**src/rtl/coin_collector_if.sv**
```systemverilog
// coin_collector_if
//   Groups the customer-side strobes (coin, select, cancel), the downstream
//   transaction handshake and the status outputs of coin_collector.
//   slave  : the collector itself (consumes strobes, drives transaction/status).
//   master : whatever drives the strobes and the downstream acknowledge.
interface coin_collector_if;
    logic       coin_valid;
    logic [1:0] coin_code;
    logic       select_valid;
    logic [2:0] select_product;
    logic [3:0] select_qty;
    logic       cancel;
    logic       txn_ack;
    logic [3:0] txn_change;
    logic       txn_valid;
    logic [3:0] customer_money;
    logic [2:0] customer_request;
    logic [3:0] quantity_request;
    logic [3:0] credit;
    logic       coin_reject;
    logic       refund_valid;
    logic [3:0] refund_amount;

    modport slave (
        input  coin_valid, coin_code, select_valid, select_product, select_qty,
               cancel, txn_ack, txn_change,
        output txn_valid, customer_money, customer_request, quantity_request,
               credit, coin_reject, refund_valid, refund_amount
    );

    modport master (
        output coin_valid, coin_code, select_valid, select_product, select_qty,
               cancel, txn_ack, txn_change,
        input  txn_valid, customer_money, customer_request, quantity_request,
               credit, coin_reject, refund_valid, refund_amount
    );
endinterface

```
**src/rtl/coin_collector.sv**
```systemverilog
// coin_collector
//   Accumulates coin credit (saturating at 15 units by rejecting coins),
//   issues a purchase transaction downstream, and refunds leftover credit.
//   Optional feature macro: COIN_TIMEOUT_EN -- auto-refund after
//   TIMEOUT_CYCLES idle cycles in COLLECT. Default build has no counter.
// Ports
//   clk    : rising-edge clock
//   rst_n  : asynchronous active-low reset
//   bus    : coin_collector_if.slave (strobes in, transaction/status out)
//
// state    | meaning
// IDLE     | no credit, waiting for the first coin
// COLLECT  | accumulating coins, waiting for select / cancel
// WAIT_ACK | transaction offered downstream, waiting for txn_ack
// REFUND   | one cycle: pulse refund of the remaining credit
module coin_collector #(
    parameter int TIMEOUT_CYCLES = 200
) (
    input  logic            clk,
    input  logic            rst_n,
    coin_collector_if.slave bus
);
    typedef enum logic [1:0] {IDLE, COLLECT, WAIT_ACK, REFUND} state_t;

    state_t     state_q, state_d;
    logic [3:0] coin_value;
    logic [4:0] coin_sum;
    logic       coin_accept, coin_rejected, take_txn, take_ack, take_refund;
    logic       timeout_hit;

    logic [3:0] credit_q, money_q, qty_q, refund_amount_q;
    logic [2:0] product_q;
    logic       txn_valid_q, coin_reject_q, refund_valid_q;

    always_comb begin
        case (bus.coin_code)
            2'b00:   coin_value = 4'd1;
            2'b01:   coin_value = 4'd2;
            2'b10:   coin_value = 4'd5;
            default: coin_value = 4'd10;
        endcase
    end

    // One extra bit so an overflowing coin is detected instead of wrapping.
    assign coin_sum = {1'b0, credit_q} + {1'b0, coin_value};

`ifdef COIN_TIMEOUT_EN
    logic [7:0] idle_cnt;

    always_ff @(posedge clk or negedge rst_n) begin
        if (!rst_n)
            idle_cnt <= 8'd0;
        else if (state_q != COLLECT || coin_accept)
            idle_cnt <= 8'd0;
        else
            idle_cnt <= idle_cnt + 8'd1;
    end

    assign timeout_hit = (state_q == COLLECT) &&
                         (idle_cnt == 8'(TIMEOUT_CYCLES - 1));
`else
    assign timeout_hit = 1'b0;
`endif

    always_ff @(posedge clk or negedge rst_n) begin
        if (!rst_n)
            state_q <= IDLE;
        else
            state_q <= state_d;
    end

    always_comb begin
        state_d       = state_q;
        coin_accept   = 1'b0;
        coin_rejected = 1'b0;
        take_txn      = 1'b0;
        take_ack      = 1'b0;
        take_refund   = 1'b0;
        case (state_q)
            IDLE: begin
                if (bus.coin_valid) begin
                    coin_accept = 1'b1;
                    state_d     = COLLECT;
                end
            end
            COLLECT: begin
                if (bus.cancel) begin
                    coin_rejected = bus.coin_valid;
                    state_d       = REFUND;
                end else if (bus.select_valid && bus.select_qty != 4'd0) begin
                    coin_rejected = bus.coin_valid;
                    take_txn      = 1'b1;
                    state_d       = WAIT_ACK;
                end else begin
                    if (bus.coin_valid) begin
                        if (coin_sum <= 5'd15)
                            coin_accept = 1'b1;
                        else
                            coin_rejected = 1'b1;
                    end
                    // An accepted coin restarts the idle window instead.
                    if (timeout_hit && !coin_accept)
                        state_d = REFUND;
                end
            end
            WAIT_ACK: begin
                coin_rejected = bus.coin_valid;
                if (bus.txn_ack) begin
                    take_ack = 1'b1;
                    state_d  = (bus.txn_change != 4'd0) ? REFUND : IDLE;
                end
            end
            default: begin
                coin_rejected = bus.coin_valid;
                take_refund   = 1'b1;
                state_d       = IDLE;
            end
        endcase
    end

    always_ff @(posedge clk or negedge rst_n) begin
        if (!rst_n) begin
            credit_q        <= 4'd0;
            money_q         <= 4'd0;
            product_q       <= 3'd0;
            qty_q           <= 4'd0;
            txn_valid_q     <= 1'b0;
            coin_reject_q   <= 1'b0;
            refund_valid_q  <= 1'b0;
            refund_amount_q <= 4'd0;
        end else begin
            coin_reject_q   <= coin_rejected;
            refund_valid_q  <= take_refund;
            refund_amount_q <= take_refund ? credit_q : 4'd0;

            if (coin_accept)
                credit_q <= (state_q == IDLE) ? coin_value : coin_sum[3:0];
            else if (take_ack)
                credit_q <= bus.txn_change;
            else if (take_refund)
                credit_q <= 4'd0;

            if (take_txn) begin
                txn_valid_q <= 1'b1;
                money_q     <= credit_q;
                product_q   <= bus.select_product;
                qty_q       <= bus.select_qty;
            end else if (take_ack) begin
                txn_valid_q <= 1'b0;
            end
        end
    end

    assign bus.txn_valid        = txn_valid_q;
    assign bus.customer_money   = money_q;
    assign bus.customer_request = product_q;
    assign bus.quantity_request = qty_q;
    assign bus.credit           = credit_q;
    assign bus.coin_reject      = coin_reject_q;
    assign bus.refund_valid     = refund_valid_q;
    assign bus.refund_amount    = refund_amount_q;
endmodule

```
**src/flat_wrapper.sv**
```systemverilog
// flat-port wrapper written by rule: the top's interface ports become plain ports
module coin_collector_flat 
#(
    parameter int TIMEOUT_CYCLES = 200
)
  (clk, rst_n, bus_coin_valid, bus_coin_code, bus_select_valid, bus_select_product, bus_select_qty, bus_cancel, bus_txn_ack, bus_txn_change, bus_txn_valid, bus_customer_money, bus_customer_request, bus_quantity_request, bus_credit, bus_coin_reject, bus_refund_valid, bus_refund_amount);
  coin_collector_if bus_i ();
  input  logic clk;
  input  logic rst_n;
  input wire logic [$bits(bus_i.coin_valid)-1:0] bus_coin_valid;
  input wire logic [$bits(bus_i.coin_code)-1:0] bus_coin_code;
  input wire logic [$bits(bus_i.select_valid)-1:0] bus_select_valid;
  input wire logic [$bits(bus_i.select_product)-1:0] bus_select_product;
  input wire logic [$bits(bus_i.select_qty)-1:0] bus_select_qty;
  input wire logic [$bits(bus_i.cancel)-1:0] bus_cancel;
  input wire logic [$bits(bus_i.txn_ack)-1:0] bus_txn_ack;
  input wire logic [$bits(bus_i.txn_change)-1:0] bus_txn_change;
  output wire logic [$bits(bus_i.txn_valid)-1:0] bus_txn_valid;
  output wire logic [$bits(bus_i.customer_money)-1:0] bus_customer_money;
  output wire logic [$bits(bus_i.customer_request)-1:0] bus_customer_request;
  output wire logic [$bits(bus_i.quantity_request)-1:0] bus_quantity_request;
  output wire logic [$bits(bus_i.credit)-1:0] bus_credit;
  output wire logic [$bits(bus_i.coin_reject)-1:0] bus_coin_reject;
  output wire logic [$bits(bus_i.refund_valid)-1:0] bus_refund_valid;
  output wire logic [$bits(bus_i.refund_amount)-1:0] bus_refund_amount;
  assign bus_i.coin_valid = bus_coin_valid;
  assign bus_i.coin_code = bus_coin_code;
  assign bus_i.select_valid = bus_select_valid;
  assign bus_i.select_product = bus_select_product;
  assign bus_i.select_qty = bus_select_qty;
  assign bus_i.cancel = bus_cancel;
  assign bus_i.txn_ack = bus_txn_ack;
  assign bus_i.txn_change = bus_txn_change;
  assign bus_txn_valid = bus_i.txn_valid;
  assign bus_customer_money = bus_i.customer_money;
  assign bus_customer_request = bus_i.customer_request;
  assign bus_quantity_request = bus_i.quantity_request;
  assign bus_credit = bus_i.credit;
  assign bus_coin_reject = bus_i.coin_reject;
  assign bus_refund_valid = bus_i.refund_valid;
  assign bus_refund_amount = bus_i.refund_amount;
  coin_collector #(.TIMEOUT_CYCLES(TIMEOUT_CYCLES)) u_core (.clk(clk), .rst_n(rst_n), .bus(bus_i));
endmodule
```
**config.mk**
```make
export PLATFORM = sky130hd
export DESIGN_NAME = coin_collector_flat
export DESIGN_NICKNAME = d
export VERILOG_FILES = /design/src/rtl/coin_collector_if.sv /design/src/rtl/coin_collector.sv /design/src/flat_wrapper.sv
export SDC_FILE = /design/constraint.sdc
export NUM_CORES = 1
export LEC_CHECK = 0
export ABC_AREA = 1
export CORE_MARGIN = 5
export CORE_UTILIZATION = 37
export CTS_BUF_LIST = sky130_fd_sc_hd__clkbuf_4 sky130_fd_sc_hd__clkbuf_8
export DETAILED_ROUTE_END_ITERATION = 8
export GPL_TIMING_DRIVEN = 0
export PLACE_DENSITY_LB_ADDON = 0.15
export SETUP_SLACK_MARGIN = 0.15
export SYNTH_ARGS = -nofsm -noshare
export SYNTH_HDL_FRONTEND = slang
export SYNTH_SLANG_ARGS = --single-unit
```
**constraint.sdc**
```tcl
create_clock -name clk -period 3.6 [get_ports clk]
set_input_delay 0.36 -clock clk [delete_from_list [all_inputs] [get_ports clk]]
set_output_delay 0.36 -clock clk [all_outputs]
set_load 0.03 [all_outputs]
```
# Yosys cells after proc, flatten, opt, wreduce, memory -nomap -nowiden
# Cells that the tools add are included.
[word_totals] output_inout_bits=22 ram_bits=0 in_bits=19 memories=0 rom_bits=0 regBits=24 latch_bits=0 word_cells=58
[op_classes] n_mul=0 addsub=1 div_mod_pow=0 reduce_logical=8 n_eq_ne=8 bitwise_logic=0 mux=31 n_shift=0 n_lt_le_gt_ge=1
[ops] cell="$mux W4" n=5
[ops] cell="$mux W1" n=17
[ops] cell="$pmux W4 S3" n=1
[ops] cell="$mux W2" n=5
[ops] cell="$reduce_bool A4 Y1" n=2
[ops] cell="$pmux W2 S3" n=1
[ops] cell="$add A4 B4 Y5" n=1
[ops] cell="$le A5 B4 Y1 const B" n=1
[ops] cell="$eq A2 B1 Y1 const B" n=2
[ops] cell="$eq A2 B2 Y1 const B" n=2
[ops] cell="$logic_not A2 Y1" n=2
[ops] cell="$ne A2 B2 Y1 const B" n=2
[ops] cell="$pmux W1 S2" n=2
[ops] cell="$ne A3 B1 Y1 const B" n=1
[ops] cell="$ne A3 B2 Y1 const B" n=1
[ops] cell="$reduce_and A3 Y1" n=1
[ops] cell="$reduce_or A3 Y1" n=1
[ops] cell="$reduce_bool A2 Y1" n=1
[ops] cell="$logic_and A1 B1 Y1" n=1

# Depth between registers and ports, before layout
# Gate-level depths: netlist of the first run.
[depth] ltp_word=10 ltp_mapped=11 mapped_depth_nobuf=11

# Worst setup path after synthesis of the first run
# Ideal clock, no wire load.
[synth_path] kind="register to register" startpoint="reg u_core.credit_q[0], in the netlist u_core.bus.credit[0]" endpoint="reg u_core.credit_q[0], in the netlist u_core.bus.credit[0]" setup_time_ns=0.069 required_ns=3.531 path_stages_with_launch=10 period_less_slack_ns=1.835 slack_ns=1.765 arrival_ns=1.767 n_path_buf=0 cell_sequence="dfrtp_1 ha_1 fa_1 nand2_1 nand2_1 nand2_1 nand3_1 a21oi_1 nand2_1 nand3_1"
[synth_between] elab_chain_cells=8 elab_cells_between_ends=10 classes_between="add/sub (1); order compare (1); eq/ne (1); mux (7)"
[synth_rtl] element="start: declaration" line_no="coin_collector.sv:31" source="logic [3:0] credit_q, money_q, qty_q, refund_amount_q;"
[synth_rtl] element="start signal: assignment" line_no="coin_collector.sv:137" source="credit_q <= (state_q == IDLE) ? coin_value : coin_sum[3:0];"
[synth_rtl] element="start signal: assignment" line_no="coin_collector.sv:139" source="credit_q <= bus.txn_change;"
[synth_rtl] element="$add A4 B4 Y5 *" line_no="coin_collector.sv:45" source="assign coin_sum = {1'b0, credit_q} + {1'b0, coin_value};"
[synth_rtl] element="$le A5 B4 Y1" line_no="coin_collector.sv:96" source="if (coin_sum <= 5'd15)"
[synth_rtl] element="$mux W1" line_no="coin_collector.sv:96"
[synth_rtl] element="$mux W1" line_no="coin_collector.sv:95" source="if (bus.coin_valid) begin"
[synth_rtl] element="$mux W1" line_no="coin_collector.sv:90" source="end else if (bus.select_valid && bus.select_qty != 4'd0) begin"
[synth_rtl] element="$mux W1" line_no="coin_collector.sv:87" source="if (bus.cancel) begin"
[synth_rtl] element="$pmux W1 S2" line_no="coin_collector.sv:79" source="case (state_q)"
[synth_rtl] element="$ne A3 B1 Y1 (no source line) or $mux W4 (tied branches)"
# Mark *: on every way between the ends. The rest lies on a longest branch, timed or not.
# A chain may end at the register's enable or synchronous reset.

# Final worst setup path of the first run
[layout_path] startpoint="in bus_coin_code[0]" endpoint="reg u_core.credit_q[0], in the netlist u_core.bus.credit[0]"
[layout_between] elab_chain_cells=10 elab_cells_between_ends=14 classes_between="add/sub (1); order compare (1); eq/ne (3); mux (8); reduce/logical (1)"
[layout_rtl] element="start: declaration" line_no="flat_wrapper.sv:11" source="input wire logic [$bits(bus_i.coin_code)-1:0] bus_coin_code;"
[layout_rtl] element="$eq A2 B2 Y1, or another cell as far along" line_no="coin_collector.sv:36" source="case (bus.coin_code)"
[layout_rtl] element="$pmux W4 S3 *" line_no="coin_collector.sv:36"
[layout_rtl] element="$add A4 B4 Y5" line_no="coin_collector.sv:45"
[layout_rtl] element="$le A5 B4 Y1" line_no="coin_collector.sv:96"
[layout_rtl] element="$mux W1" line_no="coin_collector.sv:96"
[layout_rtl] element="$mux W1" line_no="coin_collector.sv:95"
[layout_rtl] element="$mux W1" line_no="coin_collector.sv:90"
[layout_rtl] element="$mux W1" line_no="coin_collector.sv:87"
[layout_rtl] element="$pmux W1 S2" line_no="coin_collector.sv:79"
[layout_rtl] element="$ne A3 B1 Y1 (no source line) or $mux W4 (tied branches)"
# Marked as above.

==> flow_summary.yaml, run 1 <==
status:
  status: "finished, final reports clean"
min_path:
  hold_start: "u_core.bus.customer_request[0]$_DFFE_PN0P_"
  holdCritPathClass: "reg2reg"
placed_design:
  placed_cells: 231
  portBuffers: 40
  dp_hpwl_um: 2150
  gp_congestion: 0.700
cts:
  cts_root_buffer: "clkbuf_4"
  clkLatencyLatePin_ps: 300
  cts-buffers-inserted: 3
  cts_tree: "built"
  cts_setup_buffers: 0
  numClockSinks: 24
  h-tree-depth: 1
  clk_pin_slew_ps: 130
  ctsHoldBuffers: 0
  clockBufferDepth: 2
  cts-resized-gates: 0
floorplanning:
  die_h_um: 66.9
  dieArea_um2: 4470
  rows: 20
  core_um2: 3080
  io_pins: 41
  start_util_pct: 38.9
  die_w_um: 66.9
logic_synthesis:
  yosys.area_share.simple_pct: 30.5
  synth-compound-area-share_pct: 6.59
  ys_ff_latch: 24
  yosys.area_share.adder_pct: 5.86
  syn_nets: 171
  synth_xor_area_share_pct: 0
  synth_area_per_cell_um2: 8.14
  synth_area_um2: 1200
  synth_cells: 147
  synth.mux.area_fraction_pct: 0
  synth_top_family_by_area: "simple AND/OR/NAND/NOR gates"
  yosysSeqAreaShare_pct: 50.2
  synth_cell_types: 21
  yosys_warnings: 0
layout:
  syn2layout_area_growth_pct: 42.5
  nNetsFinal: 216
  register_area_um2: 601
  drive_gt1_share_pct: 6.28
  multi_input_area_um2: 514
  final_cell_mix: "56 x nand2_1, 40 x clkdlybuf4s50_1, 24 x dfrtp_1"
  fill_cells: 293
  antenna_cells: 0
  fin_cells: 235
  final_common_cell: "nand2_1"
  utilization_pct: 55.4
setup_path:
  crit_top_cell: "nand2_1"
  start_kind: "input pin"
  crit_path_end_kind: "flip-flop"
  crit_start: "bus_coin_code[0]"
  max_stage_delay_ps: 530
  r2r-start: "u_core.bus.credit[0]$_DFFE_PN0P_"
  worstSetupPathType: "in2reg"
  cp_cell_sequence: "clkdlybuf4s50_1 -> inv_1 -> ha_1 -> fa_1 -> nand2_1 -> nand2_1 -> nand2_1 -> nand3_1 -> a21oi_1 -> nand2_1 -> nand3_1"
  cp_data_arrival_time_ps: 2340
  critical_path_required_ps: 3840
  cp_top_family: "buffers and inverters"
  path_buf_inv: 2
  path_max_fanout: 4
  cp_slowest_cell: "clkdlybuf4s50_1"
global_routing:
  top_usage_layer: "met2"
  met1_usage_pct: 17.1
  grt_pass1_vias: 1009
  grt_use_met2_pct: 21.5
  grt_pass1_wl_um: 4440
  grt_max_degree: 25
  antenna_found_initial: 0
  grt_overflow: 0
  grt.total_usage_pct: 12.8
  grt_use_met3_pct: 2.02
timing:
  skew_ps: 11.1
  min_period_ps: 2110
  setup_viol: 0
  max_slew_margin_pct: 32.1
  hold_viol: 0
  min_period_over_period_pct: 58.5
  finalMaxSlewViolations: 0
  worstMarginPinSlew_ps: 1020
  tns_ps: 0
  rsz0062_at_grt: "no"
  fmax_mhz: 475
power:
  internal-power_uw: 807
  seqPwrFrac_pct: 31.9
  p_comb_share_pct: 54.8
  leakagePower_nw: 0.845
  power.share.switching_pct: 43.0
  pwr-share-clk_pct: 13.2
  p_per_area_nw_per_um2: 831
  p_sw_uw: 609
  ir_drop_uv: 316
job:
  maxCapViolations: 0
routing:
  finalWirelength_um: 2610
  wire_per_inst_um: 11.1
  drtIter0Drc: 18
  vias: 1050
  first_pass_iters: 4
  ant_nets: 0
  drc: 0
  drt-vias-per-instance: 4.47
cell usage after synthesis, drive strengths merged:
| cell type | number | share of area, % |
|---|---|---|
| nand2 | 57 | 18 |
| nand3b | 1 | 0.63 |
| clkbuf | 1 | 0.31 |
| o21ai | 7 | 3.6 |
| fa | 1 | 1.7 |
| nor3 | 2 | 1.8 |
| nand3 | 12 | 5.0 |
| o22ai | 1 | 0.52 |
| buf | 2 | 1.9 |
| a21oi | 3 | 1.3 |
| ha | 4 | 4.2 |
| o21a | 1 | 0.63 |
| a21boi | 1 | 0.63 |
| dfrtp | 24 | 50 |
| nor2 | 16 | 5.0 |
| inv | 14 | 4.6 |
metrics by stage:
stage	hold WS [ps]	cell area [um^2]	power [mW]	setup slack [ps]
2_1_floorplan	64.4	1200	0.937	1760
3_3_place_gp	454	1650	1.22	1250
3_5_place_dp	459	1650	1.24	1200
4_1_cts	492	1700	1.43	1500
5_1_grt	513	1700	1.53	1350
6_report	486	1700	1.42	1490
sequential cells by signal, indices dropped and copies added (netlist names):
register and cells:
u_core.bus.txn_valid 1, u_core.bus.refund_amount 4, u_core.bus.coin_reject 1, u_core.bus.quantity_request 4
u_core.bus.refund_valid 1, u_core.bus.customer_money 4, u_core.state_q 2, u_core.bus.customer_request 3
u_core.bus.credit 4
final cells by class:
type / count / area share, %
flip-flops and latches: 24 / 35.2
clock buffers: 3 / 1.32
plain buffers: 3 / 1.54
clock inverters: 1 / 1.76
well taps: 44 / 3.23
inverters: 14 / 3.23
multi-input cells: 106 / 30.2
repair buffers: 40 / 23.5
per-layer routing:
metal  vias to the layer above  share of wire (%)  wire length, um
met5                         -                  0                0
met4                         0               0.54               14
met3                         2                4.5              118
met2                        25                 49             1280
met1                       471                 46             1190
li1                        552                  -                -
worst min-delay path: stages (launching register included):
cell and delay (ps):
dfrtp_1 370, nand2_1 50, nand2_1 50
power by group through the flow:
stage	Clock, mW	Combinational (mW)	Sequential, mW
2_1_floorplan	0	0.289	0.648
3_3_place_gp	0	0.767	0.455
3_5_place_dp	0	0.782	0.459
4_1_cts	0.193	0.786	0.454
5_1_grt	0.206	0.857	0.468
6_report	0.188	0.777	0.452
worst paths after layout:
kind	end	slack, ps	cells after the start
setup / recovery	u_core.bus.credit[0]$_DFFE_PN0P_	1490	11
hold / removal	u_core.bus.customer_request[0]$_DFFE_PN0P_	490	2
setup reg to reg	u_core.bus.credit[0]$_DFFE_PN0P_	1670	9
hold reg to reg	u_core.bus.customer_request[0]$_DFFE_PN0P_	490	2
max in group asynchronous	u_core.bus.credit[3]$_DFFE_PN0P_	2390	1
min in group asynchronous	u_core.bus.customer_request[2]$_DFFE_PN0P_	600	1
cell families after synthesis:
kind of cell / Yosys count
compound gates: 13
buf+inv: 17
flops: 24
fa+ha+maj: 5
simple gates: 88
No activity file was read; power rests on OpenSTA's default activity.
==> run 2, diff against run 1 <==
Clock period 3.6 ns to 1.9 ns, I/O delays scaled along.
==> flow_summary.yaml, run 2 (same netlist as run 1, synthesis figures left out) <==
status:
  status: "finished, final reports clean"
timing:
  min_period_over_period_pct: 91.8
  finalMaxSlewViolations: 0
  rsz0062_at_grt: "yes"
  max_slew_margin_pct: 31.4
  fmax_mhz: 573
  setup_viol: 0
  hold_viol: 0
  skew_ps: 5.42
  worstMarginPinSlew_ps: 1030
  min_period_ps: 1740
placed_design:
  dpl_cell_area_um2: 1660
  portBuffers: 40
  dp_hpwl_um: 2260
  gp_congestion: 0.750
  placed_cells: 231
setup_path:
  cp_slowest_cell: "dfrtp_2"
  worstSetupPathType: "reg2reg"
  path_buf_inv: 0
  crit_path_end_kind: "flip-flop"
  start_kind: "flip-flop"
  path_max_fanout: 4
  cp_top_family: "simple AND/OR/NAND/NOR gates"
  critical_path_required_ps: 2110
  cp_cell_sequence: "ha_4 -> fa_2 -> nand2_2 -> nand2_1 -> nand2_1 -> nand3_2 -> nand2_2 -> nand2_4 -> nand3_1 -> nand3_1"
  max_stage_delay_ps: 450
  cp_data_arrival_time_ps: 1950
layout:
  design_area_um2: 1770
  fin_cells: 238
  drive_gt1_share_pct: 13.9
  final_cell_mix: "53 x nand2_1, 38 x clkdlybuf4s50_1, 23 x dfrtp_1"
  multi_input_area_um2: 578
  antenna_cells: 0
  fill_cells: 308
  register_area_um2: 602
  final_common_cell: "nand2_1"
  nNetsFinal: 219
  syn2layout_area_growth_pct: 48.0
floorplanning:
  rows: 20
  core_um2: 3080
  die_h_um: 66.9
  die_w_um: 66.9
  start_util_pct: 38.9
  io_pins: 41
  dieArea_um2: 4470
routing:
  drc: 0
  drtIter0Drc: 28
  ant_nets: 0
  vias: 1085
  wire_per_inst_um: 11.9
  first_pass_iters: 6
  finalWirelength_um: 2830
  drt-vias-per-instance: 4.56
cts:
  numClockSinks: 24
  cts_tree: "built"
  cts-buffers-inserted: 3
  clockBufferDepth: 2
  h-tree-depth: 1
  clkLatencyLatePin_ps: 310
  clk_pin_slew_ps: 130
  cts_root_buffer: "clkbuf_4"
global_routing:
  grt_max_degree: 25
  grt_pass1_wl_um: 4760
  grt_pass1_vias: 1082
  antenna_found_initial: 0
  grt_overflow: 0
  grt.total_usage_pct: 13.7
min_path:
  holdCritPathClass: "in2reg"
power:
  p_sw_mw: 1.21
  p_comb_share_pct: 58.7
  leakagePower_nw: 0.883
  power.share.switching_pct: 45.3
  internal-power_mw: 1.46
  p_per_area_nw_per_um2: 1510
  seqPwrFrac_pct: 32.3
  pwr-share-clk_pct: 9.0
  ir_drop_uv: 626
job:
  maxCapViolations: 0
==> run 2: cell count changes in the layout (fill, tap and decap cells not counted), moves of 2 or more <==
| cell | change |
|---|---|
| nand2_1 | -3 |
| nand3_1 | -5 |
| nand3_2 | +5 |
| clkdlybuf4s50_1 | -2 |
| nand2_2 | +2 |
| buf_4 | +3 |
==> run 2: path summary, 6_finish.rpt <==
check / slack (ps) / end / cells after the start / from
worst min-delay path: 410 / u_core.bus.customer_request[2]$_DFFE_PN0P_ / 3 / bus_select_product[2]
worst max-delay path: 160 / u_core.bus.credit[1]$_DFFE_PN0P_ / 10 / u_core.bus.credit[0]$_DFFE_PN0P_
worst min register to register: 490 / u_core.bus.quantity_request[2]$_DFFE_PN0P_ / 2 / u_core.bus.quantity_request[2]$_DFFE_PN0P_
worst max register to register: 160 / u_core.bus.credit[1]$_DFFE_PN0P_ / 10 / u_core.bus.credit[0]$_DFFE_PN0P_
max in group asynchronous: 790 / u_core.bus.credit[0]$_DFFE_PN0P_ / 1 / rst_n
min in group asynchronous: 430 / u_core.bus.refund_amount[0]$_DFF_PN0_ / 1 / rst_n
==> run 2: worst reg2reg max path: cells and delay by family, from the launching register on <==
kind                     cells  cell delay (ps)
AND/OR/NAND/NOR              8              650
flip-flops                   1              450
adder cells (fa/ha/maj)      2              530
==> run 2: what timing repair did <==
action | 4_1_cts | 5_1_grt
setup endpoints to repair | 4 | 5
endpoints found under the hold margin | 0 | 0
hold buffers | 0 | 0
pin swaps | 2 | 5
gates resized for setup | 6 | 8
setup buffers | 1 | 2
==> run 2: layout make-up <==
| cell class | instances | area share, % |
|---|---|---|
| Timing Repair Buffer | 43 | 24.0 |
| Inverter | 14 | 3.11 |
| Tap cell | 44 | 3.11 |
| Sequential cell | 24 | 34.0 |
| Clock buffer | 4 | 1.70 |
| Buffer | 3 | 1.48 |
| Multi-Input combinational cell | 106 | 32.7 |
==> run 2: through the flow <==
step	setup TNS, ps	total power [mW]	worst slack, ps	hold WS [ps]	utilization, %
after floorplan	0	1.78	153	-106	-
after global routing	0	2.90	34.9	400	57.5
after detailed placement	-1100	2.37	-257	470	53.9
final	0	2.68	155	410	57.5
after global placement	-925	2.33	-217	453	53.9
after CTS	0	2.64	184	402	55.7
==> run 2: layer usage <==
metal  up-vias  global-route usage, %  wire length [um]
li1        554                      -                 -
met1       507                   18.3              1270
met2        22                   22.6              1430
met3         2                   2.02               107
met4         0                   4.56                16
met5         -                      0                 0
==> run 2: power groups by stage <==
| stage | combinational [mW] | sequential [mW] | clock, mW |
|---|---|---|---|
| floorplan | 0.554 | 1.23 | 0 |
| global placement | 1.46 | 0.865 | 0 |
| detailed placement | 1.49 | 0.879 | 0 |
| CTS | 1.53 | 0.864 | 0.250 |
| global route | 1.73 | 0.896 | 0.277 |
| finish | 1.57 | 0.864 | 0.241 |
==> run 3, diff against run 2 <==
Settings changed: SKIP_CTS_REPAIR_TIMING set to 1.
==> flow_summary.yaml, run 3 (same netlist as run 1, synthesis figures left out) <==
status:
  status: "finished, final reports clean"
power:
  leakagePower_nw: 0.892
  finalPower_mw: 2.68
  ir_drop_uv: 625
  p_per_area_nw_per_um2: 1510
routing:
  vias: 1093
  drtIter0Drc: 35
  drc: 0
  first_pass_iters: 4
  wire_per_inst_um: 12.0
  ant_nets: 0
  finalWirelength_um: 2850
  drt-vias-per-instance: 4.59
setup_path:
  crit_path_end_kind: "flip-flop"
  worstSetupPathType: "reg2reg"
  setup.worst_path.end: "u_core.bus.credit[2]$_DFFE_PN0P_"
  cp_cell_sequence: "ha_4 -> fa_2 -> nand2_2 -> nand2_1 -> nand2_1 -> nand3_2 -> nand2_2 -> nand2_4 -> nand3_1 -> nand3_1"
  r2r-start: "u_core.bus.credit[0]$_DFFE_PN0P_"
  critical_path_required_ps: 2100
  rr_worst_depth: 10
  r2r_end: "u_core.bus.credit[2]$_DFFE_PN0P_"
  r2r_setup_slack_ps: 100
  path_max_fanout: 4
  crit_start: "u_core.bus.credit[0]$_DFFE_PN0P_"
  cp_slowest_cell: "dfrtp_2"
  cp_data_arrival_time_ps: 1990
  max_stage_delay_ps: 460
  start_kind: "flip-flop"
layout:
  register_area_um2: 602
  antenna_cells: 0
  nNetsFinal: 219
  fill_cells: 305
  final_common_cell: "nand2_1"
  drive_gt1_share_pct: 13.9
  syn2layout_area_growth_pct: 48.3
  multi_input_area_um2: 578
  final_cell_mix: "53 x nand2_1, 38 x clkdlybuf4s50_1, 23 x dfrtp_1"
cts:
  h-tree-depth: 1
  cts-buffers-inserted: 3
  clk_pin_slew_ps: 120
  cts_root_buffer: "clkbuf_4"
  clkLatencyLatePin_ps: 300
  clockBufferDepth: 2
  cts_tree: "built"
  numClockSinks: 24
timing:
  finalMaxSlewViolations: 0
  setup_ws_ps: 101
  worst_hold_slack_ps: 410
  worstMarginPinSlew_ps: 1020
  hold_viol: 0
  fmax_mhz: 556
  setup_viol: 0
  min_period_ps: 1800
  skew_ps: 1.55
  min_period_over_period_pct: 94.7
  max_slew_margin_pct: 31.5
  tns_ps: 0
  rsz0062_at_grt: "yes"
global_routing:
  grt_pass1_wl_um: 4660
  top_usage_layer: "met2"
  grt_use_met3_pct: 2.02
  grt.total_usage_pct: 13.4
  grt_use_met2_pct: 22.2
  antenna_found_initial: 0
  grt_max_degree: 25
  grt_overflow: 0
  grt_pass1_vias: 1059
  met1_usage_pct: 17.8
job:
  maxCapViolations: 0
floorplanning:
  dieArea_um2: 4470
  die_w_um: 66.9
  rows: 20
  io_pins: 41
  start_util_pct: 38.9
  core_um2: 3080
  die_h_um: 66.9
placed_design:
  dp_hpwl_um: 2260
  dp_slack_ps: -257
  portBuffers: 40
  gp_congestion: 0.750
min_path:
  holdCritPathClass: "in2reg"
==> run 3: cell types whose count changed in the layout (fill, tap and decap cells not counted) <==
cell,change
a21boi_1,+1
dlymetal6s2s_1,+1
a21boi_0,-1
dlygate4sd2_1,-1
==> run 3: worst min-delay path by stage <==
| stage | cells after the start | endpoint | startpoint | slack (ps) |
|---|---|---|---|---|
| 3_5_place_dp | 2 | u_core.bus.quantity_request[0]$_DFFE_PN0P_ | u_core.bus.quantity_request[0]$_DFFE_PN0P_ | 470 |
| 5_1_grt | 3 | u_core.bus.customer_request[1]$_DFFE_PN0P_ | bus_select_product[1] | 400 |
| 4_1_cts | 3 | u_core.bus.customer_request[2]$_DFFE_PN0P_ | bus_select_product[2] | 400 |
| 3_3_place_gp | 2 | u_core.bus.customer_request[1]$_DFFE_PN0P_ | u_core.bus.customer_request[1]$_DFFE_PN0P_ | 450 |
| 2_1_floorplan | 0 | u_core.bus.coin_reject$_DFF_PN0_ | rst_n | -110 |
| 6_report | 3 | u_core.bus.customer_request[2]$_DFFE_PN0P_ | bus_select_product[2] | 410 |
==> run 3: cell type report <==
class                   instances  area share, %
flip-flops and latches         24           33.9
multi-input cells             106           32.6
repair buffers                 43           24.1
inverters                      14           3.10
well taps                      44           3.10
clock buffers                   4           1.69
plain buffers                   3           1.48
==> run 3: critical path: cells and delay by family, from the launching register on <==
family / cells / cell delay, ps
AND/OR/NAND/NOR: 8 / 680
flip-flops: 1 / 460
adder cells (fa/ha/maj): 2 / 530
==> run 3: metal layers <==
| metal | part of all wire, % | wire length (um) | vias to the layer above |
|---|---|---|---|
| li1 | - | - | 555 |
| met1 | 44 | 1250 | 512 |
| met2 | 52 | 1490 | 24 |
| met3 | 3.7 | 106 | 2 |
| met4 | 0.42 | 12 | 0 |
| met5 | 0 | 0 | - |
==> run 3: through the flow <==
step	area, um^2	instances	util (%)
final	1770	238	57.6
after CTS	1690	235	54.9
after global placement	1660	231	53.9
after global routing	1770	238	57.6
after floorplan	1200	147	-
after detailed placement	1660	231	53.9
==> run 3: where the power goes <==
group	leakage, nW	internal, mW	switching, mW
registers	0.307	0.721	0.147
logic	0.567	0.648	0.926
clock network	0.0184	0.0961	0.142
